`src/rtl/ifetch_prefetch_queue_if.sv`:
```
// ifetch_prefetch_queue_if
//   Bundles the instruction-memory request/response bus, the EX redirect
//   port and the fetch-stage dequeue stream of the prefetch queue.
//   master : the prefetch queue (drives requests, dequeue stream, status)
//   slave  : the surroundings (memory, EX stage, fetch stage)
//   Signals:
//     imem_req_valid/ready/addr  request handshake, word-aligned byte address
//     imem_resp_valid/data       in-order responses, >= 1 cycle after accept
//     redirect/redirect_pc       flush and restart fetching
//     deq_valid/ready/ins/pc     head of queue towards the fetch stage
//     count                      allocated entries (filled + pending)
//     proto_err                  sticky unexpected-response flag
interface ifetch_prefetch_queue_if #(
  parameter int unsigned DEPTH = 4
);
  localparam int unsigned CW = $clog2(DEPTH) + 1;

  logic          imem_req_valid;
  logic          imem_req_ready;
  logic [31:0]   imem_req_addr;
  logic          imem_resp_valid;
  logic [31:0]   imem_resp_data;
  logic          redirect;
  logic [31:0]   redirect_pc;
  logic          deq_valid;
  logic          deq_ready;
  logic [31:0]   deq_ins;
  logic [31:0]   deq_pc;
  logic [CW-1:0] count;
  logic          proto_err;

  modport master (
    output imem_req_valid, imem_req_addr,
    input  imem_req_ready,
    input  imem_resp_valid, imem_resp_data,
    input  redirect, redirect_pc,
    output deq_valid, deq_ins, deq_pc,
    input  deq_ready,
    output count, proto_err
  );

  modport slave (
    input  imem_req_valid, imem_req_addr,
    output imem_req_ready,
    output imem_resp_valid, imem_resp_data,
    output redirect, redirect_pc,
    input  deq_valid, deq_ins, deq_pc,
    output deq_ready,
    input  count, proto_err
  );
endinterface

```
`src/rtl/ifetch_prefetch_queue.sv`:
```
// ifetch_prefetch_queue
//   Instruction prefetch queue between an in-order, variable-latency
//   instruction memory and the fetch stage. Issues sequential word fetches,
//   buffers up to DEPTH instructions with their PCs and presents them as a
//   valid/ready stream. A redirect flushes the queue, restarts fetching at
//   the new PC and discards responses that were still in flight.
//   Ports:
//     clk  rising-edge clock
//     rst  asynchronous active-high reset
//     bus  ifetch_prefetch_queue_if.master (memory bus, redirect, dequeue
//          stream, count, proto_err)
//   Parameters:
//     DEPTH     queue entries, power of two, >= 2
//     RESET_PC  first fetch address after reset
module ifetch_prefetch_queue #(
  parameter int unsigned DEPTH    = 4,
  parameter logic [31:0] RESET_PC = 32'h0000_0000
) (
  input  logic                    clk,
  input  logic                    rst,
  ifetch_prefetch_queue_if.master bus
);
  localparam int unsigned   PW   = $clog2(DEPTH);
  localparam int unsigned   CW   = PW + 1;
  localparam int unsigned   DW   = PW + 2;
  localparam logic [CW-1:0] FULL = CW'(DEPTH);

  // Control state
  logic [31:0]      r_fetch_pc;
  logic [PW-1:0]    r_head;
  logic [PW-1:0]    r_alloc;
  logic [PW-1:0]    r_fill;
  logic [CW-1:0]    r_count;
  logic [CW-1:0]    r_pend;      // allocated but not yet filled
  logic [DW-1:0]    r_drop;      // stale responses still to be discarded
  logic             r_proto_err;
  logic [DEPTH-1:0] r_filled;

  // Entry payload, qualified by r_filled so it needs no reset
  logic [31:0]      r_pc  [DEPTH];
  logic [31:0]      r_ins [DEPTH];

  logic             w_req_valid;
  logic             w_accept;
  logic             w_deq_valid;
  logic             w_deq;
  logic             w_resp_drop;
  logic             w_resp_fill;
  logic             w_resp_bad;
  logic [DW-1:0]    w_drop_sum;
  logic [DW-1:0]    w_drop_redir;
  logic [CW-1:0]    w_count_next;
  logic [CW-1:0]    w_pend_next;

  // Registered count gates the request, so a full queue never accepts in
  // the same cycle it dequeues.
  assign w_req_valid = ~rst & ~bus.redirect & (r_count < FULL);
  assign w_accept    = w_req_valid & bus.imem_req_ready;
  assign w_deq_valid = r_filled[r_head] & ~bus.redirect;
  assign w_deq       = w_deq_valid & bus.deq_ready;

  // Every outstanding memory request is either a pending entry or a stale
  // one counted in r_drop; a response with neither is a protocol error.
  assign w_drop_sum  = r_drop + DW'(r_pend);
  assign w_resp_bad  = bus.imem_resp_valid & (w_drop_sum == '0);
  assign w_resp_drop = bus.imem_resp_valid & ~bus.redirect & (r_drop != '0);
  assign w_resp_fill = bus.imem_resp_valid & ~bus.redirect & (r_drop == '0)
                       & (r_pend != '0);

  // On redirect all pending entries turn stale; a response arriving in the
  // same cycle retires the oldest outstanding request straight away.
  always_comb begin
    w_drop_redir = w_drop_sum;
    if (bus.imem_resp_valid && (w_drop_sum != '0)) begin
      w_drop_redir = w_drop_sum - 1'b1;
    end
  end

  always_comb begin
    w_count_next = r_count;
    if (w_accept && !w_deq) begin
      w_count_next = r_count + 1'b1;
    end else if (!w_accept && w_deq) begin
      w_count_next = r_count - 1'b1;
    end
  end

  always_comb begin
    w_pend_next = r_pend;
    if (w_accept && !w_resp_fill) begin
      w_pend_next = r_pend + 1'b1;
    end else if (!w_accept && w_resp_fill) begin
      w_pend_next = r_pend - 1'b1;
    end
  end

  always_ff @(posedge clk or posedge rst) begin
    if (rst) begin
      r_fetch_pc  <= RESET_PC;
      r_head      <= '0;
      r_alloc     <= '0;
      r_fill      <= '0;
      r_count     <= '0;
      r_pend      <= '0;
      r_drop      <= '0;
      r_proto_err <= 1'b0;
      r_filled    <= '0;
    end else begin
      if (w_resp_bad) begin
        r_proto_err <= 1'b1;
      end
      if (bus.redirect) begin
        r_fetch_pc <= bus.redirect_pc & 32'hFFFF_FFFC;
        r_head     <= '0;
        r_alloc    <= '0;
        r_fill     <= '0;
        r_count    <= '0;
        r_pend     <= '0;
        r_drop     <= w_drop_redir;
        r_filled   <= '0;
      end else begin
        r_count <= w_count_next;
        r_pend  <= w_pend_next;
        if (w_accept) begin
          r_fetch_pc <= r_fetch_pc + 32'd4;
          r_alloc    <= r_alloc + 1'b1;
        end
        if (w_resp_drop) begin
          r_drop <= r_drop - 1'b1;
        end
        // Fill targets an unfilled entry and dequeue a filled one, so the
        // two never touch the same bit.
        if (w_resp_fill) begin
          r_filled[r_fill] <= 1'b1;
          r_fill           <= r_fill + 1'b1;
        end
        if (w_deq) begin
          r_filled[r_head] <= 1'b0;
          r_head           <= r_head + 1'b1;
        end
      end
    end
  end

  always_ff @(posedge clk) begin
    if (w_accept) begin
      r_pc[r_alloc] <= r_fetch_pc;
    end
    if (w_resp_fill) begin
      r_ins[r_fill] <= bus.imem_resp_data;
    end
  end

  assign bus.imem_req_valid = w_req_valid;
  assign bus.imem_req_addr  = r_fetch_pc;
  assign bus.deq_valid      = w_deq_valid;
  assign bus.deq_ins        = r_ins[r_head];
  assign bus.deq_pc         = r_pc[r_head];
  assign bus.count          = r_count;
  assign bus.proto_err      = r_proto_err;
endmodule
```
`src/flat_wrapper.sv`:
```
// flat-port wrapper written by rule: the top's interface ports become plain ports
module ifetch_prefetch_queue_flat 
#(
  parameter int unsigned DEPTH    = 4,
  parameter logic [31:0] RESET_PC = 32'h0000_0000
)
  (clk, rst, bus_imem_req_valid, bus_imem_req_addr, bus_imem_req_ready, bus_imem_resp_valid, bus_imem_resp_data, bus_redirect, bus_redirect_pc, bus_deq_valid, bus_deq_ins, bus_deq_pc, bus_deq_ready, bus_count, bus_proto_err);
  ifetch_prefetch_queue_if #(.DEPTH(DEPTH)) bus_i ();
  input  logic clk;
  input  logic rst;
  output wire logic [$bits(bus_i.imem_req_valid)-1:0] bus_imem_req_valid;
  output wire logic [$bits(bus_i.imem_req_addr)-1:0] bus_imem_req_addr;
  input wire logic [$bits(bus_i.imem_req_ready)-1:0] bus_imem_req_ready;
  input wire logic [$bits(bus_i.imem_resp_valid)-1:0] bus_imem_resp_valid;
  input wire logic [$bits(bus_i.imem_resp_data)-1:0] bus_imem_resp_data;
  input wire logic [$bits(bus_i.redirect)-1:0] bus_redirect;
  input wire logic [$bits(bus_i.redirect_pc)-1:0] bus_redirect_pc;
  output wire logic [$bits(bus_i.deq_valid)-1:0] bus_deq_valid;
  output wire logic [$bits(bus_i.deq_ins)-1:0] bus_deq_ins;
  output wire logic [$bits(bus_i.deq_pc)-1:0] bus_deq_pc;
  input wire logic [$bits(bus_i.deq_ready)-1:0] bus_deq_ready;
  output wire logic [$bits(bus_i.count)-1:0] bus_count;
  output wire logic [$bits(bus_i.proto_err)-1:0] bus_proto_err;
  assign bus_imem_req_valid = bus_i.imem_req_valid;
  assign bus_imem_req_addr = bus_i.imem_req_addr;
  assign bus_i.imem_req_ready = bus_imem_req_ready;
  assign bus_i.imem_resp_valid = bus_imem_resp_valid;
  assign bus_i.imem_resp_data = bus_imem_resp_data;
  assign bus_i.redirect = bus_redirect;
  assign bus_i.redirect_pc = bus_redirect_pc;
  assign bus_deq_valid = bus_i.deq_valid;
  assign bus_deq_ins = bus_i.deq_ins;
  assign bus_deq_pc = bus_i.deq_pc;
  assign bus_i.deq_ready = bus_deq_ready;
  assign bus_count = bus_i.count;
  assign bus_proto_err = bus_i.proto_err;
  ifetch_prefetch_queue #(.DEPTH(DEPTH), .RESET_PC(RESET_PC)) u_core (.clk(clk), .rst(rst), .bus(bus_i));
endmodule
```
`config.mk`:
```
export PLATFORM = sky130hd
export DESIGN_NAME = ifetch_prefetch_queue_flat
export DESIGN_NICKNAME = d
export VERILOG_FILES = /design/src/rtl/ifetch_prefetch_queue_if.sv /design/src/rtl/ifetch_prefetch_queue.sv /design/src/flat_wrapper.sv
export SDC_FILE = /design/constraint.sdc
export NUM_CORES = 1
export LEC_CHECK = 0
export ABC_AREA = 1
export BUFFER_PORTS_ARGS = -buffer_cell sky130_fd_sc_hd__buf_2
export CAP_MARGIN = 15
export CORE_ASPECT_RATIO = 0.8
export CORE_MARGIN = 10
export CORE_UTILIZATION = 40
export CTS_CLUSTER_SIZE = 24
export DETAILED_ROUTE_END_ITERATION = 7
export SETUP_SLACK_MARGIN = 0.3
export SLEW_MARGIN = 20
export SYNTH_ARGS = -nofsm -noshare
export SYNTH_HDL_FRONTEND = slang
export SYNTH_SLANG_ARGS = --single-unit
```
`constraint.sdc`:
```
create_clock -name clk -period 4.3 [get_ports clk]
set_clock_uncertainty 0.2 [all_clocks]
set_input_delay 0.215 -clock clk [delete_from_list [all_inputs] [get_ports clk]]
set_output_delay 0.215 -clock clk [all_outputs]
set_load 0.02 [all_outputs]
```
==> flow_summary_export.csv <==
group,metric,value,unit
status,outcome,"complete, no violations",
placed_design,place_ws,1310,ps
layout,instances_no_fill,1817,
run,max-cap-violations,0,
layout,drive_gt1_share,20.4,%
clock_network,htree_levels,1,
min_path,hp-class,"primary input to flop",
timing,tightest_slew,997,ps
floorplan,die_y,181,um
clock_network,cts_buffers,31,
synth,yosysTopAreaCellShare,57.7,%
timing,fin_hold_ws,74.7,ps
worst_setup_path,critical-path-top-delay-family,"buffers and inverters",
synth,syn-cell-area,0.0129,sq mm
detailed_routing,wire_per_inst,18.7,um
synth,synth_async_sr_flop_share,17.1,%
synth,synth_most_common_cell,"edfxtp_1",
floorplan,ios,172,
placed_design,port-buffer-count,165,
power,p_per_area,451,mW/mm^2
timing,post-route-min-period,3340,ps
worst_setup_path,crit_path_start_kind,"flop",
layout,n_fill_cell,2901,
grt,grt_overflow,0,
floorplan,fp.coreArea,0.0316,sq mm
worst_setup_path,crit_chain,"clkinv_2, buf_4, o21ai_0, o22ai_1, buf_2",
worst_setup_path,critPathBufInv,3,
timing,tns,0,ps
floorplan,die_area,0.0399,sq mm
timing,layout_setup_ws,964,ps
worst_setup_path,cp_slowest_cell,"dfrtp_4",
floorplan,initial_core_util,40.8,%
clock_network,clockRootBuffer,"clkbuf_16",
detailed_routing,route.detailed.drc,0,
synth,synth_common_cells,"248 x edfxtp_1, 166 x nor2_1, 164 x nand2_1",
worst_setup_path,required,3880,ps
grt,grt_max_degree,95,
layout,syn_to_final_growth,23.6,%
synth,yosys.area.top_type,"edfxtp_1",
floorplan,num_rows,58,
detailed_routing,viasPerCell,5.07,
timing,maxSlewHeadroom,33.6,%
clock_network,clkTransAtPathRegs,60,ps
worst_setup_path,crit_type,"flop to primary output",
timing,rsz0062_at_grt,"no",
worst_setup_path,arrival,2920,ps
clock_network,clk_latency,560,ps
synth,synthTopCellsByArea,"edfxtp_1 58%, dfrtp_1 9.9%, o21ai_0 5.9%",
grt,grt_pass1_vias,9185,
synth,synth-seq-cells,299,
timing,drv_slew,0,
worst_setup_path,critPathCaptureType,"primary output",
layout,final_net_count,1464,
detailed_routing,wl,34.1,mm
detailed_routing,first_pass_iters,5,
detailed_routing,via_count,9209,
placed_design,dpl.cell_count,1692,
synth,synth_edf_count,248,
timing,finalHoldViolations,0,
layout,final_area,0.0160,sq mm
power,leakagePower,6.17,nW
timing,setup_violations,0,
grt,antenna_found_initial,0,
timing,fin_crit_sh,77.6,%
timing,fmax,0.300,GHz
detailed_routing,postRouteAntennaNets,0,
worst_setup_path,cp_max_fo,94,
synth,syn_inst,1141,
worst_setup_path,slowest_delay,760,ps
power,peakVddDrop,0.321,mV
grt,grt_use_total,16.6,%
layout,diodes,0,
detailed_routing,first_iter_violations,736,
clock_network,ctsLongestPathBuffers,3,
clock_network,cts.sinks,299,
synth,yosysWarnings,0,
synth,synth-seq-area-share,67.6,%
synth,synth_cell_types,41,
placed_design,hpwl,21.3,mm
placed_design,place.gp.congestion,0.873,
synth,avgSynthCellArea,11.3,sq um
floorplan,fp.dieW,221,um
grt,grt_first_pass_wirelength,53.6,mm
clock_network,cts_tree,"built",
synth,ys.flop_type,"edfxtp_1",
placed_design,dpl_cell_area,0.0142,sq mm
[layer usage]
metal	routed length [um]	vias up	track usage, %
li1	-	4466	-
met1	15700	4458	22.9
met2	16000	246	26.9
met3	1700	39	2.77
met4	660	0	3.56
met5	0	-	0
[state kept, by name, indices dropped and copies added, names as in the netlist, 3 cells and up]
| signal | flops |
|---|---|
| u_core.r_ins | 128 |
| u_core.r_pc | 120 |
| u_core.bus.imem_req_addr | 30 |
| u_core.r_drop | 4 |
| u_core.r_filled | 4 |
| u_core.bus.count | 3 |
| u_core.r_pend | 3 |
[worst paths after layout]
path	slack, ps	from	to	cells past startpoint
max	960	u_core.r_head[0]$_DFFE_PP0P_	bus_deq_pc[7]	5
min	70	bus_imem_req_ready	u_core.bus.imem_req_addr[11]$_DFFE_PP0N_	3
max reg2reg	1090	u_core.r_drop[1]$_DFFE_PP0P_	u_core.r_filled[1]$_DFF_PP0_	10
min reg2reg	330	u_core.r_drop[3]$_DFFE_PP0P_	u_core.r_drop[3]$_DFFE_PP0P_	2
max in group asynchronous	3130	rst	u_core.r_head[0]$_DFFE_PP0P_	4
min in group asynchronous	240	rst	u_core.bus.count[1]$_DFFE_PP0P_	4
[through the flow]
step / utilization, % / power [W]
floorplan: - / 0.00406
global placement: 44.9 / 0.00436
detailed placement: 44.9 / 0.00438
CTS: 50.4 / 0.00726
global route: 50.4 / 0.00752
finish: 50.4 / 0.00719
[area by class of cell]
class	instances	area (sq um)	area share, %
inverter	82	309	1.94
sequential	299	8730	54.7
multi-input combinational	706	3660	23.0
clock inverter	18	234	1.47
tap	420	526	3.29
timing repair buffer	252	1650	10.3
clock buffer	40	850	5.32
[cell families (layout without fill, tap and decap cells)]
family	Yosys count	count (layout)	synth area share [%]
simple gates	415	415	13.8
flops	299	299	67.6
compound gates	245	245	10.5
buf+inv	139	392	4.42
fa+ha+maj	22	22	2.31
xor+xnor	20	20	1.36
other cells	1	4	0.0291
[layout by cell type (no fill, tap or decap), types with 4 or more instances in the layout]
cell type | Yosys | routed
a21oi_1 | 6 | 6
a31oi_1 | 5 | 5
buf_2 | 12 | 165
buf_4 | 7 | 20
bufinv_16 | 0 | 5
clkbuf_1 | 37 | 5
clkbuf_16 | 0 | 31
clkbuf_8 | 0 | 4
clkinv_2 | 0 | 8
conb_1 | 1 | 4
dfrtp_1 | 51 | 49
dlygate4sd3_1 | 0 | 67
edfxtp_1 | 248 | 248
ha_1 | 19 | 19
inv_1 | 72 | 71
inv_2 | 8 | 9
nand2_1 | 164 | 164
nand2_2 | 8 | 8
nand3_1 | 32 | 32
nand4_1 | 5 | 5
nor2_1 | 166 | 158
nor2_2 | 5 | 9
nor2_4 | 1 | 5
nor3_1 | 18 | 18
nor3_2 | 5 | 5
o211ai_1 | 7 | 7
o21ai_0 | 153 | 153
o22ai_1 | 64 | 64
xor2_1 | 17 | 17
[what timing repair did]
item	in CTS	in global routing
buffers inserted	0	0
endpoints found under the setup margin	0	0
gates resized for setup	0	0
hold buffers	67	0
endpoints found under the hold margin	224	0
[tightest hold or removal path, stage by stage]
cell	delay, ps
buf_2	100
nand4_2	340
o21bai_1	130
[power by group]
part / total (W) / switching [W] / internal, W
Sequential: 0.00341 / 0.000148 / 0.00327
Clock: 0.00282 / 0.00112 / 0.00170
Combinational: 0.000954 / 0.000609 / 0.000346
(Power assumes the default switching activity.)
